==> src/rtl/fsm_rr_arbiter_pkg.sv <==
// rtl/fsm_rr_arbiter_pkg.sv - shared constants for the round-robin arbiter
// Holds requester count, index width and the state codes reported on status.
package fsm_rr_arbiter_pkg;

    localparam int N_REQ = 4;
    localparam int IDX_W = 2;
    localparam int ST_W  = 3;

    localparam logic [ST_W-1:0] ST_IDLE    = 3'b000;
    localparam logic [ST_W-1:0] ST_ARB     = 3'b001;
    localparam logic [ST_W-1:0] ST_GRANT   = 3'b010;
    localparam logic [ST_W-1:0] ST_RELEASE = 3'b011;
    localparam logic [ST_W-1:0] ST_TIMEOUT = 3'b100;

endpackage

==> src/rtl/fsm_rr_arbiter_rr_pick.sv <==
// rtl/fsm_rr_arbiter_rr_pick.sv - combinational round-robin search
// Ports:
//   req   - request vector
//   ptr   - index of the previous owner; search starts at ptr+1
//   idx   - first requesting index found in order ptr+1 .. ptr+4 (mod N_REQ)
//   valid - at least one request is set
import fsm_rr_arbiter_pkg::*;

module rr_pick (
    input  logic [N_REQ-1:0] req,
    input  logic [IDX_W-1:0] ptr,
    output logic [IDX_W-1:0] idx,
    output logic             valid
);

    logic [IDX_W-1:0] cand;

    // Walk offsets from farthest to nearest so the nearest hit overwrites
    // the others; offset N_REQ wraps back onto ptr itself.
    always_comb begin
        idx   = '0;
        valid = 1'b0;
        cand  = '0;
        for (int i = N_REQ; i >= 1; i--) begin
            cand = ptr + i[IDX_W-1:0];
            if (req[cand]) begin
                idx   = cand;
                valid = 1'b1;
            end
        end
    end

endmodule

==> src/rtl/fsm_rr_arbiter.sv <==
// rtl/fsm_rr_arbiter.sv - four-way round-robin arbiter with hold-time limit
// Ports:
//   clock, reset_n - clock and asynchronous active-low reset
//   req            - per-requester level request
//   done           - completion pulse, honoured only while granting
//   grant          - one-hot grant, only in GRANT
//   owner          - last/current selected requester
//   busy           - any state other than IDLE
//   timeout_err    - one-cycle pulse when a grant is revoked by hold limit
//   status         - current state code
import fsm_rr_arbiter_pkg::*;

module fsm_rr_arbiter #(
    parameter int MAX_HOLD = 16
) (
    input  logic             clock,
    input  logic             reset_n,
    input  logic [N_REQ-1:0] req,
    input  logic             done,
    output logic [N_REQ-1:0] grant,
    output logic [IDX_W-1:0] owner,
    output logic             busy,
    output logic             timeout_err,
    output logic [ST_W-1:0]  status
);

    localparam logic [7:0] HOLD_LAST = 8'(MAX_HOLD - 1);

    logic [ST_W-1:0]  state, state_next;
    logic [IDX_W-1:0] owner_next;
    logic [IDX_W-1:0] ptr, ptr_next;
    logic [7:0]       hold_cnt, hold_next;
    logic [IDX_W-1:0] pick_idx;
    logic             pick_valid;

    rr_pick u_pick (
        .req   (req),
        .ptr   (ptr),
        .idx   (pick_idx),
        .valid (pick_valid)
    );

    always_comb begin
        state_next = state;
        owner_next = owner;
        ptr_next   = ptr;
        hold_next  = hold_cnt;
        case (state)
            ST_IDLE: begin
                if (|req) state_next = ST_ARB;
            end
            ST_ARB: begin
                if (!pick_valid) begin
                    state_next = ST_IDLE;
                end else begin
                    owner_next = pick_idx;
                    hold_next  = '0;
                    state_next = ST_GRANT;
                end
            end
            ST_GRANT: begin
                // done outranks the hold limit, so a completion on the last
                // allowed cycle is a clean release rather than a timeout.
                if (done || !req[owner]) begin
                    state_next = ST_RELEASE;
                end else if (hold_cnt == HOLD_LAST) begin
                    state_next = ST_TIMEOUT;
                end else begin
                    hold_next = hold_cnt + 8'd1;
                end
            end
            ST_RELEASE: begin
                ptr_next   = owner;
                state_next = (|req) ? ST_ARB : ST_IDLE;
            end
            ST_TIMEOUT: begin
                ptr_next   = owner;
                state_next = ST_RELEASE;
            end
            default: begin
                state_next = ST_IDLE;
            end
        endcase
    end

    always_ff @(posedge clock or negedge reset_n) begin
        if (!reset_n) begin
            state    <= ST_IDLE;
            owner    <= '0;
            ptr      <= 2'd3;
            hold_cnt <= '0;
        end else begin
            state    <= state_next;
            owner    <= owner_next;
            ptr      <= ptr_next;
            hold_cnt <= hold_next;
        end
    end

    // Outputs depend only on registered state and owner.
    always_comb begin
        grant = '0;
        if (state == ST_GRANT) grant[owner] = 1'b1;
    end

    assign busy        = (state == ST_ARB) || (state == ST_GRANT) ||
                         (state == ST_RELEASE) || (state == ST_TIMEOUT);
    assign timeout_err = (state == ST_TIMEOUT);
    assign status      = state;

endmodule

==> config.mk <==
export PLATFORM = sky130hd
export DESIGN_NAME = fsm_rr_arbiter
export DESIGN_NICKNAME = d
export VERILOG_FILES = /design/src/rtl/fsm_rr_arbiter_pkg.sv /design/src/rtl/fsm_rr_arbiter_rr_pick.sv /design/src/rtl/fsm_rr_arbiter.sv
export SDC_FILE = /design/constraint.sdc
export NUM_CORES = 1
export LEC_CHECK = 0
export ABC_AREA = 1
export CORE_MARGIN = 4
export CORE_UTILIZATION = 52
export DETAILED_ROUTE_END_ITERATION = 6
export GPL_ROUTABILITY_DRIVEN = 1
export PLACE_DENSITY = 0.76
export REMOVE_ABC_BUFFERS = 1
export SLEW_MARGIN = 30
export SYNTH_ARGS = -nofsm -noshare
export SYNTH_HDL_FRONTEND = slang
export SYNTH_SLANG_ARGS = --single-unit
==> constraint.sdc <==
create_clock -name clock -period 1.5 [get_ports clock]
set_clock_uncertainty 0.05 [all_clocks]
set_input_delay 0.15 -clock clock [delete_from_list [all_inputs] [get_ports clock]]
set_output_delay 0.15 -clock clock [all_outputs]
set_load 0.05 [all_outputs]
==> results of run 1 <==
==> registers in the layout, summed over array words and instances, names as in the netlist <==
signal and count:
hold_cnt 8, owner 2, status 3, ptr 2
==> kinds of logic (layout without fill, tap and decap cells) <==
kind of cell,Yosys count,in the layout,share of synthesized area
flip-flops,15,15,0.339
XOR/XNOR,2,2,0.0157
buffers and inverters,28,73,0.116
AND/OR/NAND/NOR,101,101,0.420
AO/OA/AOI/OAI,18,18,0.0977
adder cells (fa/ha/maj),1,1,0.0112
==> power groups by stage <==
stage / logic, mW / registers (mW) / clock network [mW]
2_1_floorplan: 1.06 / 0.877 / 0
3_3_place_gp: 2.29 / 0.665 / 0
3_5_place_dp: 2.35 / 0.673 / 0
4_1_cts: 2.78 / 0.637 / 0.258
5_1_grt: 3.31 / 0.684 / 0.281
6_report: 3.13 / 0.671 / 0.262
==> area by class of cell <==
type                       count  area share
clock buffer                   3      0.0126
clock inverter                 1     0.00419
inverter                      25      0.0580
multi-input combinational    122       0.404
sequential                    15       0.212
tap                           27      0.0189
timing repair buffer          44       0.291
==> cell usage in the layout (no fill, tap or decap), drive strengths merged <==
cell type / n
a21oi: 4
and3: 1
buf: 38
clkbuf: 3
clkdlybuf4s50: 6
clkinv: 1
clkinvlp: 1
dfrtp: 13
dfstp: 2
ha: 1
inv: 24
nand2: 59
nand3: 12
nand3b: 3
nand4: 4
nor2: 16
nor3: 6
o21ai: 14
xor2: 2
==> worst max-delay path, delay by kind of cell, from the launching register on <==
family	cells	cell delay, ns
AND/OR/NAND/NOR	5	0.50
flip-flops	1	0.45
buffers and inverters	3	0.31
==> metrics by stage <==
stage,cell area [sq um],hold WS (ns),cells,setup TNS (ns)
after CTS,1710,0.103,236,-0.920
after floorplan,1080,-0.196,162,-7.20
after global routing,1790,0.116,237,-4.05
after global placement,1530,0.432,222,-0.660
final,1790,0.0982,237,-2.81
after detailed placement,1530,0.438,222,-1.31
==> synth_stat cells, types with 4 or more instances <==
cell type  number
a21oi_1         4
dfrtp_1        13
inv_1          21
nand2_1        50
nand2_2         9
nand3_1        11
nand4_1         4
nor2_1         15
nor3_1          5
o21ai_0         5
o21ai_1         4
o21ai_2         5
==> repair_timing <==
item | in CTS | in global routing
cloned | 0 | 0
gates resized for setup | 18 | 23
pin swaps | 2 | 4
setup buffers | 10 | 1
endpoints found under the setup margin | 13 | 19
==> routing by layer <==
layer	vias up	part of all wire	routed length (um)	global-route usage
met5	-	0	0	0
li1	611	-	-	-
met3	11	0.065	263	0.0572
met2	73	0.51	2070	0.484
met4	0	0.019	77	0.162
met1	649	0.41	1650	0.291
==> how the worst min path moves through the flow <==
stage          startpoint                 endpoint  slack [ns]  cells after the start
5_1_grt           reset_n  hold_cnt[7]$_DFFE_PN0P_        0.12                      2
3_5_place_dp      reset_n  hold_cnt[5]$_DFFE_PN0P_        0.44                      2
4_1_cts           reset_n  hold_cnt[5]$_DFFE_PN0P_        0.10                      2
6_report          reset_n  hold_cnt[5]$_DFFE_PN0P_         0.1                      2
3_3_place_gp      reset_n  hold_cnt[5]$_DFFE_PN0P_        0.43                      2
2_1_floorplan     reset_n  hold_cnt[0]$_DFFE_PN0P_       -0.20                      0
==> impl_metrics.xml, run 1 <==
<?xml version="1.0" encoding="UTF-8"?>
<metrics>
  <group name="run_status">
    <metric name="outcome" unit="">finished, violations left</metric>
    <metric name="failed_checks" unit="">negative setup slack</metric>
  </group>
  <group name="logic_synthesis">
    <metric name="synth_sequential_area_ratio" unit="">0.339</metric>
    <metric name="postSynthAreaPerCell" unit="sq um">6.75</metric>
    <metric name="ys_seq_elements" unit="">15</metric>
    <metric name="synth_top_cell_by_area" unit="">dfrtp_1</metric>
    <metric name="synth_cell_type_count" unit="">24</metric>
    <metric name="syn_area" unit="sq um">1110</metric>
    <metric name="async_sr_flop_fraction" unit="">1.00</metric>
    <metric name="synth_area_leaders" unit="">dfrtp_1, nand2_1, inv_1</metric>
    <metric name="synth_edf_count" unit="">0</metric>
    <metric name="synth_warnings" unit="">0</metric>
    <metric name="synthesized_netlist_cell_count" unit="">165</metric>
    <metric name="yosys.area.top_type_share" unit="">0.292</metric>
    <metric name="ys.flop_type" unit="">dfrtp_1</metric>
  </group>
  <group name="final_layout">
    <metric name="num-fill-cells" unit="">94</metric>
    <metric name="final_net_count" unit="">219</metric>
    <metric name="layout-drive-gt1-share" unit="">0.395</metric>
    <metric name="seqCellArea" unit="sq um">379</metric>
    <metric name="flow.area_growth_from_synthesis" unit="%">60.9</metric>
    <metric name="num_antenna_cells" unit="">0</metric>
    <metric name="multi_input_area" unit="sq um">723</metric>
    <metric name="finalCoreUtilization" unit="">0.895</metric>
  </group>
  <group name="global_routing">
    <metric name="via_count_of_the_first_global_routing_pass" unit="">1298</metric>
    <metric name="grt.total_usage" unit="">0.271</metric>
    <metric name="wire_length_of_the_first_global_routing_pass" unit="mm">5.65</metric>
    <metric name="antenna_found_initial" unit="">0</metric>
    <metric name="globalRouteOverflowTotal" unit="">0</metric>
    <metric name="grt_max_degree" unit="">16</metric>
  </group>
  <group name="detailed_routing">
    <metric name="number_of_vias_in_the_routed_layout" unit="">1344</metric>
    <metric name="detail_route.iter0.violations" unit="">50</metric>
    <metric name="postRouteAntennaNets" unit="">0</metric>
    <metric name="drt_wl_total" unit="mm">4.06</metric>
    <metric name="vias_per_cell" unit="">5.67</metric>
    <metric name="route.detailed.wl_per_inst" unit="um">17.1</metric>
    <metric name="first_pass_iters" unit="">4</metric>
    <metric name="remaining_drc_errors" unit="">0</metric>
  </group>
  <group name="worst_setup_path">
    <metric name="slowest_delay" unit="ns">0.45</metric>
    <metric name="r2r.worst_path.cells" unit="">9</metric>
    <metric name="r2r_setup_slack" unit="ns">-0.19</metric>
    <metric name="crit_end" unit="">busy</metric>
    <metric name="crit_path_max_fanout" unit="">3</metric>
    <metric name="setup.worst_path.start_class" unit="">flip-flop</metric>
    <metric name="timing.critical_path.from" unit="">status[0]$_DFFE_PN0P_</metric>
    <metric name="worstPathCellList" unit="">nor2_4 -&gt; inv_2 -&gt; nor2_4 -&gt; inv_1 -&gt; nand2_2 -&gt; nor2_2 -&gt; nand2_2 -&gt; buf_12</metric>
    <metric name="setup.worst_path.end_class" unit="">output pin</metric>
    <metric name="crit_slowest_cell" unit="">dfrtp_1</metric>
    <metric name="crit-reg2reg-launch" unit="">status[1]$_DFFE_PN0P_</metric>
    <metric name="worst_ep_arrival_time" unit="ns">1.56</metric>
    <metric name="crit_required" unit="ns">1.30</metric>
    <metric name="setup.worst_path.class" unit="">reg2out</metric>
    <metric name="rr_endpoint" unit="">hold_cnt[3]$_DFFE_PN0P_</metric>
  </group>
  <group name="floorplan">
    <metric name="die_height" unit="um">54.3</metric>
    <metric name="floorplan.io_pins" unit="">18</metric>
    <metric name="core_area" unit="sq um">2000</metric>
    <metric name="effective_utilization_at_floorplan" unit="">0.556</metric>
    <metric name="die_area" unit="sq um">2950</metric>
    <metric name="num_rows" unit="">16</metric>
    <metric name="die_x" unit="um">54.3</metric>
  </group>
  <group name="power_and_ir_drop">
    <metric name="fin_total_pwr" unit="mW">4.06</metric>
    <metric name="pwr-share-comb" unit="">0.770</metric>
    <metric name="power_frac_clock" unit="">0.064</metric>
    <metric name="leakage_power" unit="nW">0.875</metric>
    <metric name="sw_frac_of_total" unit="">0.513</metric>
    <metric name="ir_worst_vdd" unit="mV">1.92</metric>
    <metric name="cell_internal_pwr" unit="mW">1.98</metric>
    <metric name="seq_power_share" unit="">0.165</metric>
    <metric name="powerDensity" unit="nW/um^2">2270</metric>
    <metric name="total_switching_power" unit="mW">2.08</metric>
  </group>
  <group name="run">
    <metric name="max-cap-violations" unit="">0</metric>
  </group>
  <group name="sta">
    <metric name="final.min_clock_period" unit="ns">1.76</metric>
    <metric name="final_min_period_over_clock_period" unit="">1.18</metric>
    <metric name="grt_setup_unrepaired" unit="">yes</metric>
    <metric name="hold_viol" unit="">0</metric>
    <metric name="worstMarginPinSlew" unit="ns">0.235</metric>
    <metric name="timing.fmax" unit="MHz">567</metric>
    <metric name="report.final.slew_viol_count" unit="">0</metric>
    <metric name="report.final.setup_viol" unit="">19</metric>
    <metric name="max_slew_margin" unit="">0.841</metric>
    <metric name="finalWorstSetupSlack" unit="ns">-0.265</metric>
  </group>
  <group name="cts">
    <metric name="clk_transition_reported_paths" unit="ns">0.11</metric>
    <metric name="clock-root-buffer" unit="">clkbuf_4</metric>
    <metric name="htree_num_levels" unit="">1</metric>
    <metric name="clock_path_buffers" unit="">2</metric>
    <metric name="cts_tree" unit="">yes</metric>
    <metric name="clk_lat_worst_skew" unit="ns">0.31</metric>
    <metric name="cts-hold-fix-buffers" unit="">0</metric>
    <metric name="tritoncts_num_sinks" unit="">15</metric>
    <metric name="cts_buffers" unit="">3</metric>
  </group>
  <group name="placement">
    <metric name="hpwl" unit="mm">2.32</metric>
    <metric name="preCtsSetupSlack" unit="ns">-0.167</metric>
    <metric name="globalplace.congestion" unit="">0.828</metric>
    <metric name="port_buffers" unit="">17</metric>
  </group>
  <group name="min_path">
    <metric name="worstHoldPathType" unit="">in2async</metric>
  </group>
</metrics>
Power figures use the tool's default switching activity.
==> run 2, diff against run 1 <==
--- a/config.mk
+++ b/config.mk
@@ -10,7 +10,7 @@
 export CORE_UTILIZATION = 52
 export DETAILED_ROUTE_END_ITERATION = 6
 export GPL_ROUTABILITY_DRIVEN = 1
-export PLACE_DENSITY = 0.76
+export PLACE_DENSITY = 0.86
 export REMOVE_ABC_BUFFERS = 1
 export SLEW_MARGIN = 30
 export SYNTH_ARGS = -nofsm -noshare
==> impl_metrics.xml, run 2 <==
<?xml version="1.0" encoding="UTF-8"?>
<metrics>
  <group name="run_status">
    <metric name="outcome" unit="">did not finish</metric>
    <metric name="flow.stopped_at" unit="">global routing (5_1_grt)</metric>
    <metric name="firstError" unit="">[ERROR GRT-0232] Routing congestion too high. Check the congestion heatmap in the GUI.</metric>
  </group>
  <group name="logic_synthesis">
    <metric name="synth-simple-area-share" unit="">0.420</metric>
    <metric name="synth_top_cell_by_area" unit="">dfrtp_1</metric>
    <metric name="synth_compound_area_frac" unit="">0.0978</metric>
    <metric name="combinational_family_with_the_most_area_after_synthesis" unit="">simple AND/OR/NAND/NOR gates</metric>
    <metric name="synth_warnings" unit="">0</metric>
    <metric name="synthMuxAreaShare" unit="">0</metric>
    <metric name="yosys.cell_count.top_type" unit="">nand2_1</metric>
    <metric name="yosys.area.top_type_share" unit="">0.292</metric>
    <metric name="syn_area" unit="sq um">1110</metric>
    <metric name="synth_edf_count" unit="">0</metric>
    <metric name="ys.flop_type" unit="">dfrtp_1</metric>
    <metric name="post_synth_xor_area_fraction" unit="">0.0157</metric>
    <metric name="synthesized_netlist_cell_count" unit="">165</metric>
    <metric name="synth_area_leaders" unit="">dfrtp_1, nand2_1, inv_1</metric>
    <metric name="yosys.area_share.adder" unit="">0.0112</metric>
    <metric name="synth_commonest_cells" unit="">nand2_1, inv_1, nor2_1, dfrtp_1, nand3_1</metric>
    <metric name="ys_seq_elements" unit="">15</metric>
    <metric name="async_sr_flop_fraction" unit="">1.00</metric>
    <metric name="synth_sequential_area_ratio" unit="">0.339</metric>
    <metric name="postSynthAreaPerCell" unit="sq um">6.75</metric>
    <metric name="synth_cell_type_count" unit="">24</metric>
  </group>
  <group name="cts">
    <metric name="cts_buffers" unit="">3</metric>
    <metric name="htree_num_levels" unit="">1</metric>
    <metric name="clock_path_buffers" unit="">2</metric>
    <metric name="clock-root-buffer" unit="">clkbuf_4</metric>
    <metric name="tritoncts_num_sinks" unit="">15</metric>
  </group>
  <group name="floorplan">
    <metric name="floorplan.io_pins" unit="">18</metric>
    <metric name="effective_utilization_at_floorplan" unit="">0.556</metric>
    <metric name="num_rows" unit="">16</metric>
    <metric name="die_height" unit="um">54.3</metric>
    <metric name="die_x" unit="um">54.3</metric>
  </group>
  <group name="global_routing">
    <metric name="grt.total_usage" unit="">0.702</metric>
    <metric name="globalRouteOverflowTotal" unit="">30</metric>
    <metric name="grt_max_degree" unit="">16</metric>
  </group>
  <group name="placement">
    <metric name="hpwl" unit="mm">2.41</metric>
    <metric name="detailed_place.area" unit="sq um">1570</metric>
    <metric name="globalplace.congestion" unit="">0.879</metric>
    <metric name="port_buffers" unit="">17</metric>
  </group>
  <group name="sta">
    <metric name="timing.worst_endpoint.kind" unit="">top-level output</metric>
    <metric name="timing.grt.repair.worst_endpoint" unit="">busy</metric>
  </group>
</metrics>
run 2: cell counts after synthesis:
Identical to the previous run, type by type.
run 2: layer usage:
layer / overflow / track usage
met4: 11 / 0.726
met1: 0 / 0.713
met3: 0 / 0.501
met2: 19 / 0.886
met5: 0 / 0.0625
run 2: logic make-up after synthesis:
| group | Yosys count |
|---|---|
| XOR/XNOR | 2 |
| buffers and inverters | 28 |
| AO/OA/AOI/OAI | 18 |
| adder cells (fa/ha/maj) | 1 |
| AND/OR/NAND/NOR | 101 |
| flip-flops | 15 |
run 2: stage by stage:
step | setup TNS (ns) | setup WS [ns] | instances
3_5_place_dp | -1.49 | -0.182 | 229
3_3_place_gp | -0.845 | -0.115 | 229
2_1_floorplan | -7.20 | -0.914 | 162
4_1_cts | -0.578 | -0.125 | 250
run 2: what timing repair did:
item	4_1_cts
buffers inserted	17
pin swaps	4
hold buffers	0
gates resized for setup	15
setup endpoints to repair	12
hold endpoints to repair	0
==> run 3, diff against run 2 <==
--- a/config.mk
+++ b/config.mk
@@ -6,11 +6,11 @@
 export NUM_CORES = 1
 export LEC_CHECK = 0
 export ABC_AREA = 1
-export CORE_MARGIN = 4
-export CORE_UTILIZATION = 52
+export CORE_AREA = 4 4 65 67
 export DETAILED_ROUTE_END_ITERATION = 6
+export DIE_AREA = 0 0 69 71
 export GPL_ROUTABILITY_DRIVEN = 1
-export PLACE_DENSITY = 0.86
+export PLACE_DENSITY_LB_ADDON = 0.15
 export REMOVE_ABC_BUFFERS = 1
 export SLEW_MARGIN = 30
 export SYNTH_ARGS = -nofsm -noshare
==> impl_metrics.xml, run 3 (same netlist as run 1, synthesis figures left out) <==
<?xml version="1.0" encoding="UTF-8"?>
<metrics>
  <group name="final_layout">
    <metric name="final_net_count" unit="">223</metric>
    <metric name="flow.area_growth_from_synthesis" unit="%">70.4</metric>
    <metric name="layout-drive-gt1-share" unit="">0.430</metric>
    <metric name="mostFrequentLayoutCell" unit="">nand2_1</metric>
    <metric name="num-fill-cells" unit="">338</metric>
    <metric name="final_area" unit="sq um">1900</metric>
    <metric name="registers.top_by_ff_count" unit="">hold_cnt</metric>
    <metric name="num_antenna_cells" unit="">0</metric>
    <metric name="finalCoreUtilization" unit="">0.522</metric>
    <metric name="largest_reg_flops" unit="">8</metric>
    <metric name="layout.cells.most_common_list" unit="">nand2_1, buf_4, inv_1</metric>
    <metric name="finish.cell_count_without_fillers" unit="">262</metric>
  </group>
  <group name="run_status">
    <metric name="outcome" unit="">finished, violations left</metric>
    <metric name="failed_checks" unit="">negative setup slack</metric>
  </group>
  <group name="cts">
    <metric name="htree_num_levels" unit="">1</metric>
    <metric name="cts_buffers" unit="">3</metric>
    <metric name="clk_transition_reported_paths" unit="ns">0.06</metric>
    <metric name="clock-root-buffer" unit="">clkbuf_8</metric>
    <metric name="cts-hold-fix-buffers" unit="">0</metric>
    <metric name="tritoncts_num_sinks" unit="">15</metric>
    <metric name="clock_path_buffers" unit="">2</metric>
    <metric name="clk_lat_worst_skew" unit="ns">0.25</metric>
    <metric name="cts_tree" unit="">yes</metric>
  </group>
  <group name="sta">
    <metric name="final.min_clock_period" unit="ns">1.64</metric>
    <metric name="report.final.setup_viol" unit="">18</metric>
    <metric name="final_min_period_over_clock_period" unit="">1.09</metric>
    <metric name="max_slew_margin" unit="">0.694</metric>
    <metric name="finalWorstSetupSlack" unit="ns">-0.137</metric>
    <metric name="grt_setup_unrepaired" unit="">yes</metric>
    <metric name="timing.fmax" unit="MHz">611</metric>
    <metric name="report.final.slew_viol_count" unit="">0</metric>
    <metric name="hold_viol" unit="">0</metric>
    <metric name="worstMarginPinSlew" unit="ns">0.458</metric>
  </group>
  <group name="placement">
    <metric name="placedCellCount" unit="">244</metric>
    <metric name="detailed_place.area" unit="sq um">1560</metric>
    <metric name="port_buffers" unit="">17</metric>
    <metric name="hpwl" unit="mm">2.13</metric>
    <metric name="globalplace.congestion" unit="">0.827</metric>
    <metric name="preCtsSetupSlack" unit="ns">-0.108</metric>
  </group>
  <group name="power_and_ir_drop">
    <metric name="leakage_power" unit="nW">0.933</metric>
    <metric name="ir_worst_vdd" unit="mV">0.849</metric>
    <metric name="fin_total_pwr" unit="mW">4.08</metric>
    <metric name="powerDensity" unit="nW/um^2">2150</metric>
  </group>
  <group name="floorplan">
    <metric name="num_rows" unit="">22</metric>
    <metric name="die_x" unit="um">69</metric>
    <metric name="die_height" unit="um">71</metric>
    <metric name="die_area" unit="sq um">4900</metric>
    <metric name="floorplan.io_pins" unit="">18</metric>
    <metric name="effective_utilization_at_floorplan" unit="">0.306</metric>
    <metric name="core_area" unit="sq um">3630</metric>
  </group>
  <group name="detailed_routing">
    <metric name="number_of_vias_in_the_routed_layout" unit="">1215</metric>
    <metric name="detail_route.iter0.violations" unit="">55</metric>
    <metric name="route.detailed.wl_per_inst" unit="um">11.7</metric>
    <metric name="remaining_drc_errors" unit="">0</metric>
    <metric name="drt_wl_total" unit="mm">3.06</metric>
    <metric name="vias_per_cell" unit="">4.64</metric>
    <metric name="postRouteAntennaNets" unit="">0</metric>
    <metric name="first_pass_iters" unit="">4</metric>
  </group>
  <group name="worst_setup_path">
    <metric name="setup.worst_path.class" unit="">reg2out</metric>
    <metric name="crit_path_max_fanout" unit="">7</metric>
    <metric name="setup.worst_path.end_class" unit="">output pin</metric>
    <metric name="crit_required" unit="ns">1.30</metric>
    <metric name="worst_ep_arrival_time" unit="ns">1.44</metric>
    <metric name="setup.worst_path.start_class" unit="">flip-flop</metric>
  </group>
  <group name="global_routing">
    <metric name="grt.total_usage" unit="">0.117</metric>
    <metric name="via_count_of_the_first_global_routing_pass" unit="">1078</metric>
    <metric name="globalRouteOverflowTotal" unit="">0</metric>
    <metric name="wire_length_of_the_first_global_routing_pass" unit="mm">4.74</metric>
    <metric name="grt_max_degree" unit="">11</metric>
    <metric name="antenna_found_initial" unit="">0</metric>
  </group>
  <group name="min_path">
    <metric name="worstHoldPathType" unit="">in2async</metric>
  </group>
  <group name="run">
    <metric name="max-cap-violations" unit="">0</metric>
  </group>
</metrics>
## run 3: through the flow
step	setup TNS, ns	hold slack (ns)
after global routing	-2.53	0.200
final	-1.23	0.170
after CTS	-0.135	0.193
after floorplan	-7.20	-0.196
after detailed placement	-1.01	0.454
after global placement	-0.732	0.449
## run 3: layout make-up
cell class,instances,area (sq um),share of cell area
Tap cell,48,60.1,0.0316
Inverter,25,104,0.0547
Multi-Input combinational cell,122,753,0.397
Sequential cell,15,382,0.201
Clock buffer,4,45.0,0.0237
Timing Repair Buffer,48,554,0.292
## run 3: where the power goes
part / internal (mW) / total (mW) / switching, mW
logic: 1.41 / 3.05 / 1.65
registers: 0.536 / 0.701 / 0.165
clock network: 0.188 / 0.324 / 0.136
total: 2.13 / 4.08 / 1.95
## run 3: final timing paths
| path | startpoint | endpoint | slack, ns | depth (start not counted) |
|---|---|---|---|---|
| worst max-delay path | status[0]$_DFFE_PN0P_ | grant[0] | -0.14 | 5 |
| max in group asynchronous | reset_n | hold_cnt[7]$_DFFE_PN0P_ | 0.76 | 2 |
| min in group clock | hold_cnt[7]$_DFFE_PN0P_ | hold_cnt[7]$_DFFE_PN0P_ | 0.49 | 2 |
| worst min register to register | hold_cnt[7]$_DFFE_PN0P_ | hold_cnt[7]$_DFFE_PN0P_ | 0.49 | 2 |
| worst max register to register | status[0]$_DFFE_PN0P_ | hold_cnt[5]$_DFFE_PN0P_ | -0.10 | 9 |
| worst min-delay path | reset_n | hold_cnt[1]$_DFFE_PN0P_ | 0.17 | 1 |
## run 3: worst max-delay path: stages, from the launching register on
cell	delay [ns]
dfrtp_1	0.42
buf_6	0.14
clkinv_4	0.04
nand3_4	0.16
nor3_4	0.26
buf_12	0.16
## run 3: timing repair
| item | CTS | global route |
|---|---|---|
| endpoints found under the setup margin | 6 | 18 |
| cloned | 0 | 1 |
| buffers inserted | 5 | 9 |
| gates resized for setup | 10 | 42 |
| pin swaps | 2 | 9 |
## run 3: layer usage
metal | track usage | vias to the layer above | wire length [um]
met2 | 0.209 | 24 | 1630
li1 | - | 619 | -
met4 | 0.0456 | 0 | 32
met1 | 0.137 | 568 | 1290
met3 | 0.0241 | 4 | 102
met5 | 0 | - | 0
